File: config.mk
export PLATFORM = sky130hd
export DESIGN_NAME = program_loader
export DESIGN_NICKNAME = d
export VERILOG_FILES = /design/src/rtl/program_loader.sv
export SDC_FILE = /design/constraint.sdc
export NUM_CORES = 1
export LEC_CHECK = 0
export BUFFER_PORTS_ARGS = -buffer_cell sky130_fd_sc_hd__buf_2
export CAP_MARGIN = 20
export CORE_AREA = 2 2 85 87
export CTS_CLUSTER_SIZE = 25
export DETAILED_ROUTE_END_ITERATION = 12
export DIE_AREA = 0 0 87 89
export PLACE_DENSITY = 0.71
export SETUP_SLACK_MARGIN = 0.1
export SYNTH_ARGS = -nofsm -noshare
export SYNTH_HDL_FRONTEND = slang
export SYNTH_SLANG_ARGS = --single-unit
File: constraint.sdc
create_clock -name clk_i -period 6.42 [get_ports clk_i]
set_input_delay 0.642 -clock clk_i [delete_from_list [all_inputs] [get_ports clk_i]]
set_output_delay 0.642 -clock clk_i [all_outputs]
set_load 0.005 [all_outputs]
File: src/rtl/program_loader.sv
`timescale 1ns / 1ps
// program_loader: receives a framed 16-byte program over 8N1 UART, writes it
// into the core's program RAM and holds the core in reset until the frame's
// checksum verifies. A failed load leaves the hold and a sticky error raised.
module program_loader #(
    parameter int          CLKS_PER_BIT = 104,
    parameter logic [7:0]  SYNC_BYTE    = 8'hA5,
    parameter int          TIMEOUT_CLKS = 2**20
) (
    input  logic       clk_i,
    input  logic       reset_i,
    input  logic       uart_rx_i,
    output logic       load_we_o,
    output logic [3:0] load_addr_o,
    output logic [7:0] load_data_o,
    output logic       cpu_hold_o,
    output logic       load_done_o,
    output logic       load_error_o
);

    localparam int CW = $clog2(CLKS_PER_BIT);
    localparam int TW = $clog2(TIMEOUT_CLKS + 1);
    localparam logic [CW-1:0] HALF_M1 = CW'(CLKS_PER_BIT / 2 - 1);
    localparam logic [CW-1:0] FULL_M1 = CW'(CLKS_PER_BIT - 1);
    localparam logic [TW-1:0] TMO_M1  = TW'(TIMEOUT_CLKS - 1);

    typedef enum logic [1:0] {RX_IDLE, RX_START, RX_DATA, RX_STOP} rx_state_t;
    typedef enum logic [1:0] {LD_IDLE, LD_LOAD, LD_CHECK, LD_FAIL} ld_state_t;

    // Receiver-to-loader handshake: rx_valid (good byte in rx_shift) and
    // rx_ferr (bad stop bit) are single-cycle strobes with no ready; the
    // loader consumes every strobe in the cycle it is raised.
    logic            rx_meta, rx_sync;
    rx_state_t       rx_state, rx_state_d;
    logic [CW-1:0]   rx_cnt, rx_cnt_d;
    logic [2:0]      rx_bit, rx_bit_d;
    logic [7:0]      rx_shift, rx_shift_d;
    logic            rx_valid, rx_valid_d;
    logic            rx_ferr, rx_ferr_d;

    ld_state_t       ld_state, ld_state_d;
    logic [3:0]      addr, addr_d;
    logic [7:0]      sum, sum_d;
    logic [TW-1:0]   tcnt, tcnt_d;
    logic            we_d, done_d;
    logic [3:0]      waddr_d;
    logic [7:0]      wdata_d;

    // Two-flop synchroniser; idles high so reset never looks like a start bit.
    always_ff @(posedge clk_i or posedge reset_i) begin
        if (reset_i) begin
            rx_meta <= 1'b1;
            rx_sync <= 1'b1;
        end else begin
            rx_meta <= uart_rx_i;
            rx_sync <= rx_meta;
        end
    end

    // Receiver state register and its strobes.
    always_ff @(posedge clk_i or posedge reset_i) begin
        if (reset_i) begin
            rx_state <= RX_IDLE;
            rx_cnt   <= '0;
            rx_bit   <= '0;
            rx_shift <= '0;
            rx_valid <= 1'b0;
            rx_ferr  <= 1'b0;
        end else begin
            rx_state <= rx_state_d;
            rx_cnt   <= rx_cnt_d;
            rx_bit   <= rx_bit_d;
            rx_shift <= rx_shift_d;
            rx_valid <= rx_valid_d;
            rx_ferr  <= rx_ferr_d;
        end
    end

    // Receiver next state: mid-bit sampling timed from the synced start edge.
    always_comb begin
        rx_state_d = rx_state;
        rx_cnt_d   = rx_cnt + CW'(1);
        rx_bit_d   = rx_bit;
        rx_shift_d = rx_shift;
        rx_valid_d = 1'b0;
        rx_ferr_d  = 1'b0;
        case (rx_state)
            RX_IDLE: begin
                rx_cnt_d = '0;
                if (!rx_sync) rx_state_d = RX_START;
            end
            RX_START: begin
                if (rx_cnt == HALF_M1) begin
                    rx_cnt_d   = '0;
                    rx_bit_d   = '0;
                    rx_state_d = rx_sync ? RX_IDLE : RX_DATA;
                end
            end
            RX_DATA: begin
                if (rx_cnt == FULL_M1) begin
                    rx_cnt_d   = '0;
                    rx_shift_d = {rx_sync, rx_shift[7:1]};
                    rx_bit_d   = rx_bit + 3'd1;
                    if (rx_bit == 3'd7) rx_state_d = RX_STOP;
                end
            end
            RX_STOP: begin
                if (rx_cnt == FULL_M1) begin
                    rx_cnt_d   = '0;
                    rx_state_d = RX_IDLE;
                    rx_valid_d = rx_sync;
                    rx_ferr_d  = !rx_sync;
                end
            end
            default: rx_state_d = RX_IDLE;
        endcase
    end

    // Loader state register and registered outputs.
    always_ff @(posedge clk_i or posedge reset_i) begin
        if (reset_i) begin
            ld_state     <= LD_IDLE;
            addr         <= '0;
            sum          <= '0;
            tcnt         <= '0;
            load_we_o    <= 1'b0;
            load_addr_o  <= '0;
            load_data_o  <= '0;
            cpu_hold_o   <= 1'b0;
            load_done_o  <= 1'b0;
            load_error_o <= 1'b0;
        end else begin
            ld_state     <= ld_state_d;
            addr         <= addr_d;
            sum          <= sum_d;
            tcnt         <= tcnt_d;
            load_we_o    <= we_d;
            load_addr_o  <= waddr_d;
            load_data_o  <= wdata_d;
            cpu_hold_o   <= (ld_state_d != LD_IDLE);
            load_done_o  <= done_d;
            load_error_o <= (ld_state_d == LD_FAIL);
        end
    end

    // Loader next state: frame parsing, RAM writes, checksum and timeout.
    always_comb begin
        ld_state_d = ld_state;
        addr_d     = addr;
        sum_d      = sum;
        tcnt_d     = tcnt;
        we_d       = 1'b0;
        waddr_d    = load_addr_o;
        wdata_d    = load_data_o;
        done_d     = 1'b0;
        case (ld_state)
            LD_IDLE, LD_FAIL: begin
                if (rx_valid && rx_shift == SYNC_BYTE) begin
                    ld_state_d = LD_LOAD;
                    addr_d     = '0;
                    sum_d      = '0;
                    tcnt_d     = '0;
                end
            end
            LD_LOAD: begin
                tcnt_d = tcnt + TW'(1);
                if (rx_ferr) begin
                    ld_state_d = LD_FAIL;
                end else if (rx_valid) begin
                    tcnt_d  = '0;
                    we_d    = 1'b1;
                    waddr_d = addr;
                    wdata_d = rx_shift;
                    sum_d   = sum + rx_shift;
                    addr_d  = addr + 4'd1;
                    if (addr == 4'd15) ld_state_d = LD_CHECK;
                end else if (tcnt == TMO_M1) begin
                    ld_state_d = LD_FAIL;
                end
            end
            LD_CHECK: begin
                tcnt_d = tcnt + TW'(1);
                if (rx_ferr) begin
                    ld_state_d = LD_FAIL;
                end else if (rx_valid) begin
                    tcnt_d = '0;
                    if (rx_shift == sum) begin
                        ld_state_d = LD_IDLE;
                        done_d     = 1'b1;
                    end else begin
                        ld_state_d = LD_FAIL;
                    end
                end else if (tcnt == TMO_M1) begin
                    ld_state_d = LD_FAIL;
                end
            end
            default: ld_state_d = LD_IDLE;
        endcase
    end

endmodule

==> results of run 1 <==
layout by cell type, fill, tap and decap left out, types with 2 or more instances in the layout:
cell type,count
or4_1,2
a31oi_1,3
a22o_1,11
nor4bb_1,3
nand3_1,13
or3_1,2
xnor2_1,8
buf_2,18
inv_1,10
nand4_1,6
and2_1,6
or2_2,2
dfrtp_1,73
and3_1,5
clkbuf_8,13
a21o_1,2
nor3_1,7
ha_1,14
nor2_1,33
mux2_2,5
clkbuf_1,2
nand2b_1,2
xor2_1,10
a21oi_1,17
dfstp_2,2
o41ai_1,2
o31ai_1,4
nor2b_1,2
nand2_1,90
o21ai_0,29
power by group:
| part | leakage (uW) | internal [uW] | switching, uW |
|---|---|---|---|
| clock | 0.0000997 | 183 | 163 |
| sequential | 0.00103 | 473 | 0.396 |
| combinational | 0.000874 | 1.06 | 9.19 |
| total | 0.00200 | 657 | 173 |
per-stage QoR:
stage          cells  setup WS [ns]  util [%]  hold slack, ns
2_1_floorplan    393           3.87         -           0.345
3_3_place_gp     479           3.84      57.1           0.346
3_5_place_dp     479           3.83      57.1           0.349
4_1_cts          495           3.80      59.9           0.360
5_1_grt          495           3.54      59.9           0.367
6_report         495           3.80      59.9           0.359
state kept, by name, indices dropped and copies added (netlist names), 2 cells and up, named ones only:
signal       count
tcnt            21
rx_bit           3
load_data_o      8
ld_state         2
sum              8
load_addr_o      4
addr             4
rx_cnt           7
rx_shift         8
per-layer routing:
metal	share of wire [%]	wire (um)	vias to the layer above
met2	46	3400	65
met1	48	3520	1379
met4	1.9	143	0
met5	0	0	-
li1	-	-	1394
met3	3.8	282	11
cell type report:
type / count / area share, %
flip-flops and latches: 75 / 46.7
multi-input cells: 294 / 42.6
clock buffers: 15 / 4.63
well taps: 80 / 2.49
repair buffers: 19 / 2.42
inverters: 11 / 1.03
clock inverters: 1 / 0.124
worst min-delay path by stage:
stage                         end  slack (ns)
after floorplan           rx_sync        0.35
after global placement    rx_sync        0.35
after detailed placement  rx_sync        0.35
after CTS                 rx_sync        0.36
after global routing      rx_meta        0.37
final                     rx_sync        0.36
cell families (layout without fill, tap and decap cells):
family	Yosys count	in the layout	synth area share (%)
AND/OR/NAND/NOR	181	181	22.7
AO/OA/AOI/OAI	75	75	12.7
flip-flops	75	75	50.9
buffers and inverters	24	46	2.58
XOR/XNOR	18	18	4.27
adder cells (fa/ha/maj)	15	15	5.29
multiplexers	5	5	1.53
==> impl_metrics.csv, run 1 <==
group,metric,value,unit
clock_network,clockBufferDepth,2,
clock_network,cts_tree,"yes",
cells_and_area,fill_cells,596,
setup_path,crit_arrival,2.85,ns
setup_path,worstSetupEndpoint,"cpu_hold_o",
setup_path,critPathLaunch,"rx_shift[3]",
routing,via_per_inst,5.76,
setup_path,crit_cells,7,
die,core-area,6720,um^2
worst_hold_path,min-delay-start,"rx_meta",
global_route,gr-usage-met2,33.0,%
setup_path,reg2reg_slack,3.80,ns
timing,setup_viol,0,
outcome,status,"finished clean",
timing,slew_headroom,39.0,%
cells_and_area,areaGrowthSynthToFinish,9.08,%
cells_and_area,seq_area,1880,um^2
clock_network,postCtsSetupBuffers,0,
routing,vias,2849,
clock_network,cts_buffers,9,
clock_network,hold_buffers,0,
global_route,busiest_layer,"met2",
power_and_ir_drop,power_density,206,nW/um^2
routing,remaining_drc_errors,0,
routing,totalWireLength,7340,um
clock_network,insertion_delay,0.35,ns
setup_path,crit_chain,"ha_1, or4_1, o41ai_1, nor2_1, a21oi_1, o32a_1, nand2_1",
routing,wl_per_cell,14.8,um
global_route,grt_pass1_wl,12900,um
global_route,grt.met1_usage,29.6,%
global_route,grt_pass1_vias,2723,
timing,min_period,2.62,ns
clock_network,post_cts_resized,0,
die,dieWidth,87,um
synth,avgSynthCellArea,9.39,um^2
setup_path,r2r-start,"rx_shift[3]",
cells_and_area,fin_nets,428,
cells_and_area,drive_gt1_share,10.8,%
synth,synth.top_cell.area_share,49.5,%
place,place_area,3830,um^2
timing,maxSlewViolCount,0,
place,gp_congestion,0.858,
timing,finalClockSkew,0.00980,ns
synth,synth_area_leaders,"dfrtp_1, nand2_1, ha_1, o21ai_0, nor2_1",
power_and_ir_drop,ir_drop,0.142,mV
synth,yosysMostFrequentCell,"nand2_1",
timing,fmax,381,MHz
clock_network,cts-htree-levels,3,
timing,period_share,40.9,%
die,dieHeight,89,um
cells_and_area,n_antenna_cell,0,
setup_path,r2r.worst_path.cells,7,
global_route,gr-total-overflow,0,
synth,syn_area,3690,um^2
timing,fin_setup_tns,0,ns
setup_path,startpoint_type,"flip-flop",
routing,firstDrtPassIters,4,
synth,synth-edff-count,0,
synth,ys_seq_area_share,50.9,%
synth,synthesis.nets,411,
die,core.rowCount,30,
die,dieArea,7740,um^2
clock_network,cts-root-buf,"clkbuf_8",
cells_and_area,final_area,4030,um^2
clock_network,cts_sinks,75,
clock_network,clkTransAtPathRegs,0.07,ns
worst_hold_path,hold_depth,0,
worst_hold_path,hp-class,"flip-flop to flip-flop",
synth,async_reset_ff_share,100,%
setup_path,path_class,"flip-flop to flip-flop",
global_route,track_usage,21.4,%
synth,synth_ff_type,"dfrtp_1",
synth,synth_common_cells,"nand2_1, dfrtp_1, nor2_1, o21ai_0, a21oi_1",
place,port_buffers,18,
flow_run,cap_violations,0,
timing,rsz0062_at_grt,"false",
synth,yosys.area.top_type,"dfrtp_1",
die,io_pins,19,
timing,worst_slew_pin_slew,0.915,ns
routing,drtIter0Drc,185,
setup_path,critPathCaptureType,"flip-flop",
setup_path,cpLargestDelayFamily,"compound AO/OA/AOI/OAI gates",
power_and_ir_drop,leakagePower,0.00200,uW
setup_path,critical-path-slowest-cell,"or4_1",
synth,synth.distinct_cells,46,
timing,hold_violations,0,
power_and_ir_drop,design_power_total,830,uW
setup_path,crit_fanout,5,
synth,syn_inst,393,
cells_and_area,multi_input_area,1720,um^2
global_route,grt_use_met3,3.88,%
synth,synth_seq_cells,75,
place,hpwlAfterDp,4940,um
setup_path,r2r-end,"cpu_hold_o",
setup_path,critical-path-max-stage-delay,0.56,ns
die,initial_core_util,54.9,%
synth,synth_warnings,0,
global_route,antenna_found_initial,0,
setup_path,cp.required,6.64,ns
global_route,grt_max_degree,76,
routing,antenna_left,0,
setup_path,critPathBufInv,0,
Note: power is estimated with default switching activity, not from simulation.
==> run 2: changes to the inputs <==
--- a/config.mk
+++ b/config.mk
@@ -5,12 +5,13 @@
 export SDC_FILE = /design/constraint.sdc
 export NUM_CORES = 1
 export LEC_CHECK = 0
+export ABC_AREA = 1
 export BUFFER_PORTS_ARGS = -buffer_cell sky130_fd_sc_hd__buf_2
 export CAP_MARGIN = 20
-export CORE_AREA = 2 2 85 87
+export CORE_AREA = 2 2 87 89
 export CTS_CLUSTER_SIZE = 25
 export DETAILED_ROUTE_END_ITERATION = 12
-export DIE_AREA = 0 0 87 89
+export DIE_AREA = 0 0 89 91
 export PLACE_DENSITY = 0.71
 export SETUP_SLACK_MARGIN = 0.1
 export SYNTH_ARGS = -nofsm -noshare
==> constraint.sdc (replaced) <==
create_clock -name clk_i -period 2.5 [get_ports clk_i]
set_input_delay 0.25 -clock clk_i [delete_from_list [all_inputs] [get_ports clk_i]]
set_output_delay 0.25 -clock clk_i [all_outputs]
set_load 0.005 [all_outputs]
==> impl_metrics.csv, run 2 <==
group,metric,value,unit
die,dieWidth,89,um
power_and_ir_drop,leakagePower,0.00217,uW
timing,min_period,2.11,ns
die,core.rowCount,31,
routing,met2_wirelength,3470,um
clock_network,cts_tree,"yes",
routing,vias,2994,
cells_and_area,n_antenna_cell,0,
routing,remaining_drc_errors,0,
die,dieHeight,91,um
setup_path,crit_fanout,12,
timing,worst_slew_pin_slew,0.665,ns
global_route,gr-total-overflow,0,
routing,wl_met1,3630,um
cells_and_area,fill_cells,624,
flow_run,cap_violations,0,
synth,synthesis.nets,479,
routing,via_per_inst,5.07,
synth,synth_common_cells,"nand2_1, dfrtp_1, inv_1, o21ai_0, a21oi_1",
synth,yosys.area.top_type,"dfrtp_1",
global_route,track_usage,20.5,%
timing,finalClockSkew,0.00776,ns
routing,wl_per_cell,12.7,um
routing,top_layer_used,"met4",
clock_network,clockBufferDepth,2,
synth,syn_area,3870,um^2
clock_network,post_cts_resized,0,
worst_hold_path,hp-class,"input port to async pin",
cells_and_area,utilization,59.9,%
timing,period_share,84.3,%
synth,syn_inst,461,
clock_network,cts_buffers,9,
global_route,grt_pass1_wl,13100,um
synth,async_reset_ff_share,100,%
die,dieArea,8100,um^2
cells_and_area,drive_gt1_share,12.6,%
timing,fmax,475,MHz
timing,hold_violations,13,
cells_and_area,largest_register,"tcnt",
setup_path,critPathCaptureType,"flip-flop",
setup_path,startpoint_type,"flip-flop",
place,port_buffers,18,
cells_and_area,largest_reg_flops,21,
cells_and_area,final_common_cell,"nand2_1",
clock_network,cts-root-buf,"clkbuf_8",
place,hpwlAfterDp,5220,um
setup_path,crit_arrival,2.38,ns
power_and_ir_drop,ir_drop,0.407,mV
place,gp_congestion,0.909,
routing,drtIter0Drc,153,
routing,antenna_left,0,
clock_network,clkTransAtPathRegs,0.08,ns
die,io_pins,19,
die,core-area,7140,um^2
clock_network,cts-htree-levels,3,
clock_network,insertion_delay,0.35,ns
outcome,status,"complete, but fails checks",
timing,whs,-0.00872,ns
timing,setup_viol,0,
setup_path,path_class,"flip-flop to flip-flop",
timing,maxSlewViolCount,0,
synth,ys_seq_area_share,48.5,%
synth,synth_seq_cells,75,
routing,totalWireLength,7480,um
cells_and_area,fin_cells,591,
clock_network,cts_sinks,75,
setup_path,cp.required,2.77,ns
global_route,grt_max_degree,46,
global_route,grt_pass1_vias,2863,
outcome,violations,"negative hold slack",
global_route,antenna_found_initial,0,
synth,avgSynthCellArea,8.40,um^2
synth,synth.top_cell.area_share,47.2,%
die,initial_core_util,54.2,%
routing,met3RoutedLength,272,um
power_and_ir_drop,power_density,505,nW/um^2
timing,rsz0062_at_grt,"false",
synth,synth-edff-count,0,
timing,fin_setup_tns,0,ns
synth,synth_warnings,0,
synth,yosysMostFrequentCell,"nand2_1",
timing,slew_headroom,55.6,%
cells_and_area,fin_nets,505,
cells_and_area,mostFrequentLayoutCells,"nand2_1, dfrtp_1, inv_1, o21ai_0, a21oi_1",
cells_and_area,areaGrowthSynthToFinish,10.5,%
routing,firstDrtPassIters,5,
synth,synth.distinct_cells,42,
synth,synth_area_leaders,"dfrtp_1, nand2_1, o21ai_0, inv_1, ha_1",
place,dp.cells,574,
synth,synth_ff_type,"dfrtp_1",
[run 2: cell count changes after synthesis, sizes merged, moves of 4 or more]
| cell | change |
|---|---|
| a21oi | +12 |
| a22o | -9 |
| and2 | -6 |
| clkbuf | -5 |
| inv | +57 |
| mux2 | -5 |
| nand2 | +24 |
| nand3 | +9 |
| o21ai | +20 |
| xnor2 | -4 |
| xor2 | -5 |
[run 2: cells by family after synthesis]
group | count (synthesis) | synth area share, %
buffers and inverters | 74 | 7.43
xor gates and xnor gates | 9 | 2.04
DFF | 75 | 48.5
adders and majority gates | 15 | 5.04
and+or+nand+nor | 195 | 23.8
AOI/OAI and AO/OA | 93 | 13.2
[run 2: critical path: stages, from the launching register on]
cell     delay, ns
dfrtp_1       0.39
inv_1         0.07
ha_1          0.37
inv_1         0.16
nand2_1       0.21
inv_1         0.36
nor2_1        0.14
inv_1         0.12
o21ai_0       0.09
a21oi_1       0.13
[run 2: worst paths after layout]
check	slack [ns]	depth (start not counted)	from	endpoint
setup reg to reg	0.39	9	ld_state[0]	tcnt[16]
min in group clk_i	0.36	0	rx_meta	rx_sync
max in group asynchronous	1.80	3	reset_i	rx_meta
hold reg to reg	0.36	0	rx_meta	rx_sync
setup / recovery	0.39	9	ld_state[0]	tcnt[16]
hold / removal	-0.009	2	reset_i	tcnt[14]
[run 2: per-layer routing]
layer  track usage [%]  vias up
met1              29.7     1376
met5                 0        -
li1                  -     1547
met4              5.85        0
met3              4.91       12
met2              30.6       59
[run 2: repair_timing]
item,4_1_cts,5_1_grt
hold buffers,1,0
setup buffers,0,0
endpoints found under the hold margin,1,0
[run 2: area by class of cell]
class / count / area, um^2 / area share, %
clock buffer: 14 / 153 / 3.57
clock inverter: 2 / 35.0 / 0.819
inverter: 68 / 255 / 5.97
multi-input combinational: 312 / 1700 / 39.8
sequential: 75 / 1880 / 43.9
tap: 99 / 124 / 2.90
timing repair buffer: 21 / 128 / 2.98
[run 2: power by group]
group	internal [uW]	switching (uW)	leakage (uW)
sequential	1220	0.882	0.00103
clock	489	424	0.0000947
combinational	5.57	24.4	0.00105
[run 2: through the flow]
step | worst slack [ns] | area (um^2) | total power [uW]
5_1_grt | 0.175 | 4280 | 2240
2_1_floorplan | 0.343 | 3870 | 1260
3_3_place_gp | 0.521 | 4080 | 1270
3_5_place_dp | 0.434 | 4080 | 1270
6_report | 0.394 | 4280 | 2160
4_1_cts | 0.387 | 4280 | 2180
==> run 3: changes to the inputs <==
--- a/config.mk
+++ b/config.mk
@@ -5,13 +5,13 @@
 export SDC_FILE = /design/constraint.sdc
 export NUM_CORES = 1
 export LEC_CHECK = 0
-export ABC_AREA = 1
+export ABC_AREA = 0
 export BUFFER_PORTS_ARGS = -buffer_cell sky130_fd_sc_hd__buf_2
 export CAP_MARGIN = 20
-export CORE_AREA = 2 2 87 89
+export CORE_AREA = 2 2 85 87
 export CTS_CLUSTER_SIZE = 25
 export DETAILED_ROUTE_END_ITERATION = 12
-export DIE_AREA = 0 0 89 91
+export DIE_AREA = 0 0 87 89
 export PLACE_DENSITY = 0.71
 export SETUP_SLACK_MARGIN = 0.1
 export SYNTH_ARGS = -nofsm -noshare
==> constraint.sdc (replaced) <==
create_clock -name clk_i -period 2 [get_ports clk_i]
set_input_delay 0.2 -clock clk_i [delete_from_list [all_inputs] [get_ports clk_i]]
set_output_delay 0.2 -clock clk_i [all_outputs]
set_load 0.005 [all_outputs]
==> impl_metrics.csv, run 3 (same netlist as run 1, synthesis figures left out) <==
group,metric,value,unit
routing,wl_per_cell,16.0,um
clock_network,cts-root-buf,"clkbuf_8",
timing,whs,0.360,ns
place,gp_congestion,0.892,
outcome,violations,"negative setup slack",
clock_network,insertion_delay,0.35,ns
clock_network,cts_sinks,75,
routing,vias,3161,
setup_path,startpoint_type,"flip-flop",
global_route,track_usage,23.4,%
setup_path,cp.required,2.23,ns
timing,worst_slew_pin_slew,0.534,ns
routing,drtIter0Drc,164,
place,hpwlAfterDp,5630,um
place,port_buffers,18,
die,core-area,6720,um^2
clock_network,clkTransAtPathRegs,0.07,ns
routing,antenna_left,0,
setup_path,crit_arrival,2.41,ns
die,dieWidth,87,um
cells_and_area,largest_reg_flops,21,
clock_network,cts-htree-levels,3,
timing,slew_headroom,64.4,%
worst_hold_path,hold_depth,0,
power_and_ir_drop,leakagePower,0.00242,uW
global_route,grt_pass1_wl,14000,um
clock_network,clockBufferDepth,2,
power_and_ir_drop,ir_drop,0.531,mV
clock_network,cts_buffers,9,
cells_and_area,areaGrowthSynthToFinish,33.0,%
cells_and_area,largest_register,"tcnt",
place,dp_slack,-0.150,ns
global_route,antenna_found_initial,0,
routing,via_per_inst,5.68,
routing,totalWireLength,8900,um
timing,fin_ws,-0.181,ns
setup_path,path_class,"flip-flop to flip-flop",
setup_path,reg2reg_slack,-0.18,ns
die,io_pins,19,
die,dieHeight,89,um
global_route,grt_max_degree,43,
power_and_ir_drop,power_density,650,nW/um^2
setup_path,r2r.worst_path.cells,7,
flow_run,cap_violations,0,
die,initial_core_util,54.9,%
worst_hold_path,hp-class,"flip-flop to flip-flop",
die,core.rowCount,30,
routing,remaining_drc_errors,0,
cells_and_area,fin_nets,491,
outcome,status,"complete, but fails checks",
cells_and_area,final_common_cell,"nand2_1",
die,dieArea,7740,um^2
timing,finalClockSkew,0.0134,ns
setup_path,critPathCaptureType,"flip-flop",
timing,maxSlewViolCount,0,
global_route,gr-total-overflow,0,
clock_network,cts_tree,"yes",
timing,hold_violations,0,
timing,rsz0062_at_grt,"true",
timing,fmax,459,MHz
routing,firstDrtPassIters,4,
global_route,grt_pass1_vias,2982,
setup_path,crit_fanout,3,
timing,period_share,109,%
cells_and_area,drive_gt1_share,29.4,%
timing,setup_viol,4,
cells_and_area,n_antenna_cell,0,
timing,min_period,2.18,ns
cells_and_area,mostFrequentLayoutCells,"nand2_1, dfrtp_1, buf_4, nor2_1, o21ai_0",
## run 3: final timing paths
kind / startpoint / end
setup reg to reg: rx_shift[2] / cpu_hold_o
hold reg to reg: rx_meta / rx_sync
hold / removal: rx_meta / rx_sync
min in group asynchronous: reset_i / tcnt[7]
max in group asynchronous: reset_i / rx_sync
setup / recovery: rx_shift[2] / cpu_hold_o
## run 3: final cells by class
cell class	instances	area, um^2
tap	80	100
fill	466	1810
multi-input combinational	294	1960
clock buffer	10	128
inverter	11	45.0
timing repair buffer	82	643
clock inverter	5	150
sequential	75	1880
## run 3: critical path: stages (launching register included)
cell and delay (ns):
dfrtp_1 0.41, ha_4 0.25, or4_4 0.57, o41ai_4 0.35, nor2_1 0.09, a21oi_1 0.14
o32a_1 0.20, nand2_1 0.06
## run 3: metrics by stage
| stage | util [%] | cells | power, uW | cell area [um^2] | setup TNS, ns |
|---|---|---|---|---|---|
| after global placement | 63.1 | 527 | 1590 | 4240 | -0.332 |
| after floorplan | - | 393 | 1570 | 3750 | -0.0523 |
| after CTS | 69.1 | 546 | 3210 | 4640 | -0.383 |
| final | 73.1 | 557 | 3190 | 4910 | -0.584 |
| after detailed placement | 63.1 | 527 | 1590 | 4240 | -0.474 |
| after global routing | 73.1 | 557 | 3280 | 4910 | -1.08 |
## run 3: what timing repair did
| action | in CTS | in global routing |
|---|---|---|
| hold endpoints to repair | 34 | 0 |
| pin swaps | 4 | 28 |
| endpoints found under the setup margin | 16 | 24 |
| setup buffers | 2 | 9 |
| hold buffers | 2 | 0 |
| gates resized for setup | 19 | 43 |
| cloned | 0 | 2 |
## run 3: metal layers
metal / vias up / share of wire, % / track usage, % / routed length, um
met4: 0 / 1.3 / 8.10 / 116
met5: - / 0 / 0 / 0
li1: 1524 / - / - / -
met1: 1545 / 46 / 31.1 / 4090
met3: 15 / 3.4 / 4.62 / 305
met2: 77 / 49 / 38.4 / 4390
## run 3: report_power, final
| part | total [uW] | internal [uW] | switching [uW] |
|---|---|---|---|
| clock network | 1630 | 1080 | 554 |
| registers | 1520 | 1520 | 1.33 |
| logic | 39.2 | 7.51 | 31.7 |
